===== config.mk =====
export PLATFORM = sky130hd
export DESIGN_NAME = poci_keys_debounce
export DESIGN_NICKNAME = d
export VERILOG_FILES = /design/src/rtl/poci_keys_debounce.sv
export SDC_FILE = /design/constraint.sdc
export NUM_CORES = 1
export LEC_CHECK = 0
export ABC_AREA = 1
export CAP_MARGIN = 20
export CORE_MARGIN = 2
export CORE_UTILIZATION = 65
export DETAILED_ROUTE_END_ITERATION = 7
export HOLD_SLACK_MARGIN = 0.02
export PLACE_DENSITY_LB_ADDON = 0.2
export SYNTH_ARGS = -nofsm -noshare
export SYNTH_HDL_FRONTEND = slang
export SYNTH_SLANG_ARGS = --single-unit

===== constraint.sdc =====
create_clock -name pclk_i -period 2.05 [get_ports pclk_i]
set_input_delay 0.41 -clock pclk_i [delete_from_list [all_inputs] [get_ports pclk_i]]
set_output_delay 0.41 -clock pclk_i [all_outputs]
set_load 0.05 [all_outputs]

===== src/rtl/poci_keys_debounce.sv =====
`default_nettype none
// ============================================================================
//  Module   : poci_keys_debounce
//  Purpose  : Conditions board key/switch pins for the POCI key/switch
//             register block. Each raw pin is synchronised into pclk with a
//             2-flop synchroniser and debounced by a per-bit stability
//             counter. Produces clean active-high levels and one-cycle
//             press/release pulses for keys.
//  Ports    :
//    pclk_i          in   1     system clock
//    presetn_i       in   1     asynchronous active-low reset
//    key_raw_i       in   NKEY  raw key pins (asynchronous to pclk)
//    sw_raw_i        in   NSW   raw switch pins (asynchronous, 1 = on)
//    key_o           out  NKEY  debounced key levels, 1 = pressed
//    sw_o            out  NSW   debounced switch levels, 1 = on
//    key_press_o     out  NKEY  1-cycle pulse on accepted released->pressed
//    key_release_o   out  NKEY  1-cycle pulse on accepted pressed->released
//  Revision : 1.0  initial release
// ============================================================================
module poci_keys_debounce #(
  parameter int NKEY            = 4,
  parameter int NSW             = 10,
  parameter int DEBOUNCE_CYCLES = 50000,
  parameter bit KEY_ACTIVE_LOW  = 1'b1
) (
  input  logic            pclk_i,
  input  logic            presetn_i,
  input  logic [NKEY-1:0] key_raw_i,
  input  logic [NSW-1:0]  sw_raw_i,
  output logic [NKEY-1:0] key_o,
  output logic [NSW-1:0]  sw_o,
  output logic [NKEY-1:0] key_press_o,
  output logic [NKEY-1:0] key_release_o
);

  localparam int NB = NKEY + NSW;
  // Guard the width so an illegal DEBOUNCE_CYCLES still reaches the check below
  // instead of failing on a zero-width vector.
  localparam int CW = (DEBOUNCE_CYCLES < 1) ? 1 : $clog2(DEBOUNCE_CYCLES + 1);
  localparam logic [CW-1:0] C_CNT_LAST = CW'(DEBOUNCE_CYCLES - 1);

  if (DEBOUNCE_CYCLES < 1) begin : g_bad_debounce
    $error("poci_keys_debounce: DEBOUNCE_CYCLES must be >= 1");
  end

  // Keys are normalised to active-high ahead of the synchroniser, so every
  // bit downstream (keys and switches alike) has 0 as its inactive level.
  logic [NB-1:0] w_raw;
  logic [NB-1:0] s1_q;
  logic [NB-1:0] s2_q;
  logic [NB-1:0] w_stable;

  assign w_raw = {sw_raw_i, (KEY_ACTIVE_LOW ? ~key_raw_i : key_raw_i)};

  always_ff @(posedge pclk_i or negedge presetn_i) begin
    if (!presetn_i) begin
      s1_q <= '0;
      s2_q <= '0;
    end else begin
      s1_q <= w_raw;
      s2_q <= s1_q;
    end
  end

  for (genvar i = 0; i < NB; i++) begin : g_bit
    logic [CW-1:0] cnt_q;
    logic [CW-1:0] cnt_d;
    logic          stable_q;
    logic          stable_d;
    logic          w_accept;

    // The change is accepted on the edge where the DEBOUNCE_CYCLES-th
    // consecutive differing sample is seen; cnt never exceeds C_CNT_LAST.
    assign w_accept = (s2_q[i] != stable_q) && (cnt_q == C_CNT_LAST);

    always_comb begin
      cnt_d    = '0;
      stable_d = stable_q;
      if (s2_q[i] != stable_q) begin
        if (w_accept) begin
          stable_d = s2_q[i];
        end else begin
          cnt_d = cnt_q + CW'(1);
        end
      end
    end

    always_ff @(posedge pclk_i or negedge presetn_i) begin
      if (!presetn_i) begin
        cnt_q    <= '0;
        stable_q <= 1'b0;
      end else begin
        cnt_q    <= cnt_d;
        stable_q <= stable_d;
      end
    end

    assign w_stable[i] = stable_q;

    // Event pulses are registered from the same acceptance condition, so
    // they line up with the level change on key_o.
    if (i < NKEY) begin : g_evt
      logic press_q;
      logic release_q;

      always_ff @(posedge pclk_i or negedge presetn_i) begin
        if (!presetn_i) begin
          press_q   <= 1'b0;
          release_q <= 1'b0;
        end else begin
          press_q   <= w_accept &  s2_q[i];
          release_q <= w_accept & ~s2_q[i];
        end
      end

      assign key_press_o[i]   = press_q;
      assign key_release_o[i] = release_q;
    end
  end

  assign key_o = w_stable[NKEY-1:0];
  assign sw_o  = w_stable[NB-1:NKEY];

endmodule
`default_nettype wire

Word level (Yosys, flattened, before mapping)
Index checks and enable logic that the tools add are counted.
{ "word_totals": {"reg_bits": 274, "output_inout_bits": 22, "elab_cells": 149} }
{ "classes": {"add_sub_neg": 14, "n_eq_ne": 28, "muxes": 28, "bitwise_logic": 13, "reduce_logical": 28} }
{ "ops": {"columns": ["operator", "n"], "rows": [
  ["2-to-1 mux 16 bit", 28],
  ["adder 16 x 1 -> 16 bit, second input constant", 14],
  ["equality test 16 bit, second input constant", 14],
  ["AND reduction 2 bit", 14],
  ["logical AND 1 bit", 14],
  ["!= test 1 bit", 14],
  ["bitwise AND 1 bit", 8],
  ["inverter 1 bit", 4],
  ["inverter 4 bit", 1]
]} }

Logic depth before layout (Yosys ltp)
Gate-level depths: netlist (run 1).
{ "depth": {"word_depth": 4, "ltp_mapped": 8, "mapped_depth_nobuf": 8} }

Worst setup path after synthesis (run 1)
Ideal clock, no wire load.
{ "synth_path": {"path_kind": "register -> register", "from": "reg g_bit[1].cnt_q[0]", "to": "reg g_bit[1].cnt_q[15]", "setup_time_ns": 0.122, "arrival_time_ns": 1.098, "required_ns": 1.928, "path_slack_ns": 0.830, "path_stages_with_launch": 7, "n_path_buf": 0, "path_cell_list": "dfrtp_1 ha_1 nand3_4 nor2_1 nand2_1 nand2_2 nor2_1"} }
{ "synth_between": {"elab_chain_len": 4, "word_cells_on_any_way": 5} }
{ "synth_rtl": {"columns": ["item", "line", "rtl"], "rows": [
  ["from (decl)", "66", "logic [CW-1:0] cnt_q;"],
  ["from (signal assigned)", "93", "cnt_q <= cnt_d;"],
  ["parallel branches: the longest is 2 deep, another holds adder 16 x 1 -> 16 bit", null, null],
  ["2-to-1 mux 16 bit (*)", "80", "if (w_accept) begin"],
  ["2-to-1 mux 16 bit (*)", "79", "if (s2_q[i] != stable_q) begin"],
  ["net g_bit[1].cnt_d[15]", "67", "logic [CW-1:0] cnt_d;"]
]} }
Mark *: on every way through the listed nets, which the timed path passes.
A chain may end at the register's enable or synchronous reset.

Final worst setup path (run 1)
{ "layout_path": {"from": "reg g_bit[12].stable_q", "to": "out sw_o[8]"} }
{ "layout_lines": {"columns": ["item", "line", "rtl"], "rows": [
  ["from (decl)", "68", "logic stable_q;"],
  ["from (signal assigned)", "94", "stable_q <= stable_d;"],
  ["to (decl)", "31", "output logic [NSW-1:0] sw_o,"]
]} }
No word-level cell between the ends.

==> results of run 1 <==
report_power, final:
part           switching [W]  leakage [nW]  internal (W)  total, W
logic               0.000288          3.34      0.000139  0.000427
registers          0.0000852          3.73       0.00550   0.00559
clock network        0.00216         0.527       0.00353   0.00569
what timing repair did:
item | in CTS | in global routing
resized for setup | 20 | 0
endpoints found under the hold margin | 49 | 0
setup endpoints to repair | 20 | 0
hold buffers | 1 | 0
cells by family after synthesis:
kind of cell             synth area share
adder cells (fa/ha/maj)           0.01176
AND/OR/NAND/NOR                    0.3705
buffers and inverters             0.07754
flip-flops                         0.4603
AO/OA/AOI/OAI                     0.03755
XOR/XNOR                          0.04226
cells in the final DEF, fill, tap and decap left out, drive strengths merged, types with 2 or more instances in the layout:
master         count
a21oi             27
buf                9
nor2             450
o21bai            29
nand2            547
o21ai             37
clkinvlp           2
bufinv             3
or2                5
nor3               7
nand3            171
clkinv             4
inv              255
xor2              56
nand4             52
clkdlybuf4s50     14
nor3b              9
clkbuf            48
ha                14
xnor2             15
dfrtp            274
dlygate4sd2       20
per-layer routing:
| metal | up-vias | GRT usage |
|---|---|---|
| met1 | 5688 | 0.3233 |
| li1 | 6237 | - |
| met5 | - | 0 |
| met3 | 50 | 0.03370 |
| met4 | 0 | 0.06509 |
| met2 | 195 | 0.4265 |
flip-flops by register name (all words and copies together), names as in the netlist:
| name | flops |
|---|---|
| g_bit.g_evt.press_q | 4 |
| s1_q | 14 |
| g_bit.cnt_q | 224 |
| g_bit.stable_q | 14 |
| g_bit.g_evt.release_q | 4 |
| s2_q | 14 |
path summary, 6_finish.rpt:
| path | startpoint | end |
|---|---|---|
| worst max-delay path | g_bit[12].stable_q$_DFFE_PN0P_ | sw_o[8] |
| worst min-delay path | sw_raw_i[5] | s1_q[9]$_DFF_PN0_ |
| worst max register to register | s2_q[3]$_DFF_PN0_ | g_bit[3].cnt_q[9]$_DFF_PN0_ |
| worst min register to register | s1_q[12]$_DFF_PN0_ | s2_q[12]$_DFF_PN0_ |
| max in group asynchronous | presetn_i | g_bit[9].cnt_q[9]$_DFF_PN0_ |
| min in group asynchronous | presetn_i | g_bit[11].cnt_q[11]$_DFF_PN0_ |
cell type report:
class,instances,share of cell area
Clock buffer,48,0.05722
Sequential cell,274,0.4131
Multi-Input combinational cell,1420,0.4147
Tap cell,285,0.02149
Timing Repair Buffer,44,0.02790
Inverter,255,0.05798
Clock inverter,9,0.007539
through the flow:
step / instances / total power (W)
after floorplan: 1974 / 0.005886
after global placement: 2277 / 0.006100
after detailed placement: 2277 / 0.006121
after CTS: 2335 / 0.01185
after global routing: 2335 / 0.01216
final: 2335 / 0.01171
==> results.md, run 1 <==
- Synth unique cells: 32
- Register area: 6857 µm²
- Commonest cells post-synth: nand2_1 (497), nor2_1 (388), dfrtp_1 (274)
- Global-route wire length before repair: 50.37 mm
- Iter 0 DRT Violations: 656
- Worst Tran Pin Value: 0.5186 ns
- CTS tree: yes
- Max Buffers Root-to-Sink: 3
- VDD IR max: about 0.00064 V
- GPL Wtd Cong: 0.8956
- Final clock period utilization by the worst path: 0.9314
- Worst Setup End Kind: output pin
- Num ports: 38
- DR vias/cell: 5.212
- Leakage: around 7.6 nW
- Final setup viols: 0
- Iteration count of the initial detailed-routing pass: 5
- Seq/Total Area, Yosys: 0.4603
- WP data arrival: 1.50 ns
- Largest net degree at the start of global routing: 56
- Yosys top cell by area: dfrtp_1
- Area Overhead vs Synth: 11.42%
- # diodes: 0
- Most frequent cell after synthesis: nand2_1
- Worst-path clk slew: ~0.06 ns
- RSZ-0062 raised after global routing: no
- Core area: between 20000 and 25000 µm²
- Crit path max-delay family: buffers and inverters
- Yosys reg bits: 274
- Area contributors post-synth: dfrtp_1 (46%), nand2_1 (13%), nor2_1 (9.8%), inv_1 (5.6%), nand3_1 (5.1%)
- Final Hold Vio Count: 0
- GRT Overall Usage: 0.2445
- Cell Chain, Critical Path: dlygate4sd2_1
- Crit Path Max Fanout: 5
- DRC: 0
- Congestion Overflow GR: 0
- Postcts setup bufs: 0
- Cell Area, Synth: 14890 µm²
- Worst slew margin: 0.6556
- Multi-input logic area: 6883 µm²
- CTS sink cnt: 274
- Wl on met1: approximately 13 mm
- Total Neg Setup Slack: 0 ns
- Initial antenna violation count: 0
- Ys flop type: dfrtp_1
- Share of cells above drive strength 1: 0.1132
- Worst EP required: 1.64 ns
- Post-Route Utilization: 0.7353
- DR top layer: met4
- DP HPWL: between 20 and 25 mm
- Starting Density: 0.6599
- Vias in the first global route: around 12000
- Cells after Synth: 1974
- Max Freq: around 520 MHz
- Synthesized Nets: 2004
- Critical path's slowest cell: dlygate4sd2_1
- Hold Path Depth: 1
- Buffers & Inverters on Critical Path: 1
- Row count: 55
- Pre-CTS setup slack: 0.4231 ns
- Async SR Flop Fraction: 1.000
- Clock period minus final worst setup slack: 1.909 ns
- Filler instances: 1724
- Worst-case clock skew: 0.008446 ns
- Synth Warn #: 0
- Met2 WL post-DR: 14.08 mm
- Outcome: finished clean
- CTS Buf Count: 31
- Nets: 2056
- Clock root buffer: clkbuf_16
- Die W: between 150 and 200 µm
- Number of port buffers: 37
- Worst R2R Setup Slack: 0.53 ns
- Post-synth EDFFs: 0
- Hold Path Class: in -> reg
- Non-Filler Cell Area, Final: 16600 µm²
- Critical path class: reg -> out
- Chip height: between 150 and 200 µm
- Fin Hold WS: between 0.3 and 0.4 ns
- Final WS setup: approximately 0.14 ns
- Worst R2R Path Depth: 7
- Worst skew pair latency: 0.55 ns
- CP startpoint kind: flop
- Worst path depth: 1
- Max stage delay on crit path: 0.55 ns
- Max cap viols: 0
- Met3 routed WL: 1.012 mm
- Via count: roughly 12000
- Syn Area/Cell: 7.545 µm²
- Yosys top cell area share: 0.4603
- Power Dens Cells: 705.7 nW/µm²
- WL/cell: 12.26 µm
- Routed WL: between 20 and 30 mm
- CTS H-tree lvls: 1
- DP Area: 15540 µm²
- Max-slew violations: 0
- Die area: 24140 µm²
- Antenna Violating Nets Remaining: 0
Note: power is estimated with default switching activity, not from simulation.
==> inputs of run 2 (changes only) <==
--- a/config.mk
+++ b/config.mk
@@ -7,11 +7,14 @@
 export LEC_CHECK = 0
 export ABC_AREA = 1
 export CAP_MARGIN = 20
+export CELL_PAD_IN_SITES_DETAIL_PLACEMENT = 0
+export CELL_PAD_IN_SITES_GLOBAL_PLACEMENT = 2
 export CORE_MARGIN = 2
-export CORE_UTILIZATION = 65
+export CORE_UTILIZATION = 40
 export DETAILED_ROUTE_END_ITERATION = 7
 export HOLD_SLACK_MARGIN = 0.02
 export PLACE_DENSITY_LB_ADDON = 0.2
+export SKIP_CTS_REPAIR_TIMING = 1
 export SYNTH_ARGS = -nofsm -noshare
 export SYNTH_HDL_FRONTEND = slang
 export SYNTH_SLANG_ARGS = --single-unit
==> run 2 against run 1 <==
Setup slack improved by 0.13 ns. Largest power group unchanged. Count of clock-buffer cells in the layout unchanged. Total power grew 11%. Critical path type unchanged. Die area grew 61%. Worst hold slack better by 0.017 ns.
==> results.md, run 2 (same netlist as run 1, synthesis figures left out) <==
- Buffers & Inverters on Critical Path: 1
- Met2 WL post-DR: 14.73 mm
- # diodes: 0
- Max Freq: 561.6 MHz
- Chip height: 197.0 µm
- Largest net degree at the start of global routing: 51
- Register area: 6857 µm²
- Die W: 197.0 µm
- Final Non-Filler Cells: about 2500
- Iter 0 DRT Violations: between 400 and 500
- Global-route wire length before repair: 55.26 mm
- Routed WL: ~31 mm
- Initial antenna violation count: 0
- Max cap viols: 0
- Share of cells above drive strength 1: 0.1179
- CTS Buf Count: 36
- Worst skew pair latency: 0.53 ns
- CTS sink cnt: 274
- Worst-path clk slew: 0.05 ns
- Max Buffers Root-to-Sink: 3
- Max-slew violations: 0
- DP HPWL: 22.07 mm
- Fin Hold WS: 0.3232 ns
- Worst EP required: approximately 1.6 ns
- Most common cell after layout, fill and taps aside: nand2_1
- Number of port buffers: 37
- Worst Setup End Kind: output pin
- Top reg by flops: g_bit.cnt_q
- Outcome: finished clean
- Max reg flops: roughly 220
- Core area: 36610 µm²
- Row count: 70
- VDD IR max: 0.0005186 V
- Placed Instances: 2464
- Final clock period utilization by the worst path: 0.8686
- Final setup viols: 0
- Congestion Overflow GR: 0
- Vias in the first global route: 11780
- RSZ-0062 raised after global routing: no
- Num ports: 38
- Starting Density: 0.4068
- CP startpoint kind: flop
- WP data arrival: 1.37 ns
- DR top layer: met4
- Worst slew margin: 0.6483
- Via count: 11910
- WL/cell: 12.36 µm
- Iteration count of the initial detailed-routing pass: 4
- Met3 routed WL: 817 µm
- Hold Path Class: in -> reg
- Area Overhead vs Synth: 15.28%
- Nets: just over 2000
- GRT Overall Usage: 0.1704
- Multi-input logic area: 6883 µm²
- GPL Wtd Cong: 0.7876
- DRC: 0
- Worst Tran Pin Value: approximately 0.53 ns
- Antenna Violating Nets Remaining: 0
- Final Hold Vio Count: 0
- Max stage delay on crit path: 0.44 ns
- Clock root buffer: clkbuf_16
- Cell Chain, Critical Path: dlymetal6s2s_1
- DR vias/cell: 4.710
- Crit Path Max Fanout: 3
- CTS tree: yes
- Die area: 38800 µm²
- Leakage: 8.031 nW
- Wl on met1: 14.92 mm
- Filler instances: 3653
- Commonest non-fill, non-tap cells in the layout: nand2_1 (497), nor2_1 (388), dfrtp_1 (274)
- Power Dens Cells: approximately 760 nW/µm²
- Critical path class: reg -> out
- CTS H-tree lvls: 2
- Critical path's slowest cell: dlymetal6s2s_1
- Crit path max-delay family: buffers and inverters
- Clock period minus final worst setup slack: 1.781 ns
- Worst-case clock skew: 0.01487 ns
run 2: changes by cell type in the layout (fill, tap and decap cells not counted), sizes merged:
cell | previous run | this run
clkinv | 4 | 7
dlymetal6s2s | 0 | 21
clkinvlp | 2 | 1
bufinv | 3 | 8
dlygate4sd2 | 20 | 0
buf | 9 | 12
run 2: report_power, final:
part / switching (W) / total [W] / internal (W) / leakage (nW)
clock network: 0.00243 / 0.00695 / 0.00452 / 0.646
registers: 0.0000827 / 0.00559 / 0.00551 / 3.73
logic: 0.000298 / 0.000440 / 0.000143 / 3.66
run 2: worst paths after layout:
| path | to | from | slack, ns | cells past startpoint |
|---|---|---|---|---|
| worst max-delay path | key_o[1] | g_bit[1].stable_q$_DFFE_PN0P_ | 0.27 | 1 |
| worst min-delay path | s1_q[6]$_DFF_PN0_ | sw_raw_i[2] | 0.32 | 1 |
| worst max register to register | g_bit[3].cnt_q[15]$_DFF_PN0_ | s2_q[3]$_DFF_PN0_ | 0.51 | 7 |
| worst min register to register | s2_q[7]$_DFF_PN0_ | s1_q[7]$_DFF_PN0_ | 0.35 | 0 |
| max in group asynchronous | g_bit[4].cnt_q[3]$_DFF_PN0_ | presetn_i | 0.99 | 3 |
| min in group asynchronous | g_bit[7].cnt_q[9]$_DFF_PN0_ | presetn_i | 0.42 | 2 |
run 2: through the flow:
stage,area [µm²],total power [W],TNS (ns),setup WS (ns),utilization
after floorplan,14890,0.005886,0,0.8303,-
after global placement,15800,0.006133,0,0.4340,0.4315
after detailed placement,15800,0.006145,0,0.4136,0.4315
after CTS,17110,0.01325,-2.184,-0.1618,0.4673
after global routing,17170,0.01354,0,0.2006,0.4690
final,17170,0.01298,0,0.2693,0.4690
run 2: routing by layer:
| metal | vias to the layer above | track usage |
|---|---|---|
| li1 | 6264 | - |
| met3 | 47 | 0.02481 |
| met5 | - | 0 |
| met2 | 98 | 0.2946 |
| met4 | 0 | 0.05625 |
| met1 | 5502 | 0.2194 |
run 2: final cells by class:
class                           instances  share of cell area
Sequential cell                       274              0.3993
Timing Repair Buffer                   48             0.03337
Clock buffer                           48             0.05983
Inverter                              255             0.05604
Tap cell                              468             0.03410
Clock inverter                         16             0.01647
Multi-Input combinational cell       1420              0.4009
==> inputs of run 3 (changes only) <==
--- a/config.mk
+++ b/config.mk
@@ -10,8 +10,9 @@
 export CELL_PAD_IN_SITES_DETAIL_PLACEMENT = 0
 export CELL_PAD_IN_SITES_GLOBAL_PLACEMENT = 2
 export CORE_MARGIN = 2
-export CORE_UTILIZATION = 40
+export CORE_UTILIZATION = 41
 export DETAILED_ROUTE_END_ITERATION = 7
+export DONT_BUFFER_PORTS = 1
 export HOLD_SLACK_MARGIN = 0.02
 export PLACE_DENSITY_LB_ADDON = 0.2
 export SKIP_CTS_REPAIR_TIMING = 1
==> run 3 against run 2 <==
The run now ends with negative hold slack left. Global-route usage is 0.090 points lower. Clock power grew 2%. Via count is 0.74% lower. Die area shrank 2.4%. Non-clock buffer count down 22. Critical path depth is 1 lower.
==> results.md, run 3 (same netlist as run 1, synthesis figures left out) <==
- Outcome: finished with violations
- Vias in the first global route: 11680
- Worst R2R Setup Slack: ~0.60 ns
- Filler instances: 3554
- Sw power: 0.002725 W
- WL/cell: 12.22 µm
- Share of cells above drive strength 1: 0.1215
- Global-route wire length before repair: 54.16 mm
- Worst slew margin: 0.5589
- Max-slew violations: 0
- Clock period minus final worst setup slack: 1.684 ns
- DR vias/cell: between 4 and 5
- Failing checks: negative hold slack
- GPL Wtd Cong: 0.7817
- Crit Path Max Fanout: 3
- Top reg by flops: g_bit.cnt_q
- Row count: 69
- Die W: 194.6 µm
- Nets: 2043
- Fin Hold WS: -0.4303 ns
- Number of port buffers: 0
- Iter 0 DRT Violations: 390
- Critical path class: reg -> out
- Final Hold Vio Count: 274
- Hold Path Class: in -> async
- DP Area: 15370 µm²
- CTS sink cnt: 274
- Worst skew pair latency: 0.54 ns
- Placed Instances: around 2400
- Pre-CTS setup slack: 0.6061 ns
- DRC: 0
- GRT Overall Usage: 0.1695
- Clock network power share: 0.545
- Iteration count of the initial detailed-routing pass: 5
- Congestion Overflow GR: 0
- Int Pwr: approximately 0.010 W
- Combinational power share: 0.023
- Num ports: 38
- Max Buffers Root-to-Sink: 3
- Most common cell after layout, fill and taps aside: nand2_1
- Worst Tran Pin Value: 0.6616 ns
- Total Neg Setup Slack: 0 ns
- Routed WL: 30.57 mm
- VDD IR max: approximately 0.00052 V
- Final clock period utilization by the worst path: 0.8214
- DP HPWL: 21.00 mm
- Worst EP required: around 1.6 ns
- Final WS setup: 0.3661 ns
- Commonest non-fill, non-tap cells in the layout: nand2_1 (497), nor2_1 (388), dfrtp_1 (274)
- CTS Buf Count: 36
- Largest net degree at the start of global routing: 275
- Leakage: 7.562 nW
- CTS tree: yes
- CP startpoint kind: flop
- Antenna Violating Nets Remaining: 0
- Worst-case clock skew: 0.01668 ns
- Final setup viols: 0
- WP data arrival: around 1.3 ns
- Initial antenna violation count: 0
- Seq pwr share: 0.432
- Max cap viols: 0
- # diodes: 0
- Worst Setup End Kind: output pin
- Final Non-Filler Cells: approximately 2500
- Power, Total: about 0.013 W
- Max reg flops: 224
- Core area: 35660 µm²
- Switching Share: 0.2105
- Max Freq: 593.8 MHz
- Power Dens Cells: ~770 nW/µm²
- CTS H-tree lvls: 2
- Via count: ~12000
- Clock root buffer: clkbuf_16
- Area Overhead vs Synth: 13.21%
- Die area: 37870 µm²
- Starting Density: 0.4177
- Worst-path clk slew: 0.06 ns
- Chip height: 194.6 µm
- Non-Filler Cell Area, Final: 16860 µm²
- RSZ-0062 raised after global routing: no
## run 3: power by group through the flow
stage	clock, W	sequential [W]	combinational [W]
after floorplan	0	0.00567	0.000218
after global placement	0	0.00568	0.000275
after detailed placement	0	0.00569	0.000278
after CTS	0.00732	0.00559	0.000280
after global routing	0.00752	0.00560	0.000343
final	0.00706	0.00559	0.000294
## run 3: metrics by stage
stage                     utilization  hold slack, ns
after CTS                      0.4690         -0.4740
after global placement         0.4310          0.1211
after global routing           0.4729         -0.4606
after detailed placement       0.4310          0.1205
after floorplan                     -          0.1144
final                          0.4729         -0.4303
## run 3: routing by layer
layer	vias to the layer above	routed length, µm	track usage
met3	46	877	0.02776
met5	-	0	0
li1	6224	-	-
met1	5453	14750	0.2197
met4	0	696	0.06068
met2	100	14250	0.2867
## run 3: worst paths after layout
kind	startpoint	endpoint	cells after the start
max in group asynchronous	presetn_i	g_bit[8].cnt_q[4]$_DFF_PN0_	0
worst max register to register	s2_q[0]$_DFF_PN0_	g_bit[0].cnt_q[15]$_DFF_PN0_	7
min in group pclk_i	s1_q[9]$_DFF_PN0_	s2_q[9]$_DFF_PN0_	0
worst min-delay path	presetn_i	g_bit[11].cnt_q[14]$_DFF_PN0_	0
worst max-delay path	g_bit[7].stable_q$_DFFE_PN0P_	sw_o[3]	0
worst min register to register	s1_q[9]$_DFF_PN0_	s2_q[9]$_DFF_PN0_	0
## run 3: layout make-up
class                           instances  area (µm²)  share of cell area
Clock inverter                         19       310.3             0.01840
Timing Repair Buffer                   26       230.2             0.01365
Inverter                              255       962.2             0.05706
Tap cell                              461       576.8             0.03421
Clock buffer                           47        1044             0.06188
Multi-Input combinational cell       1420        6883              0.4082
Sequential cell                       274        6857              0.4066
## run 3: worst reg2reg max path: stages (launching register included)
cell     delay (ns)
dfrtp_1        0.38
inv_1          0.07
nand2_1        0.06
nand2_1        0.25
nor2_1         0.21
nand3_2        0.17
nand2_2        0.14
nor2_1         0.06
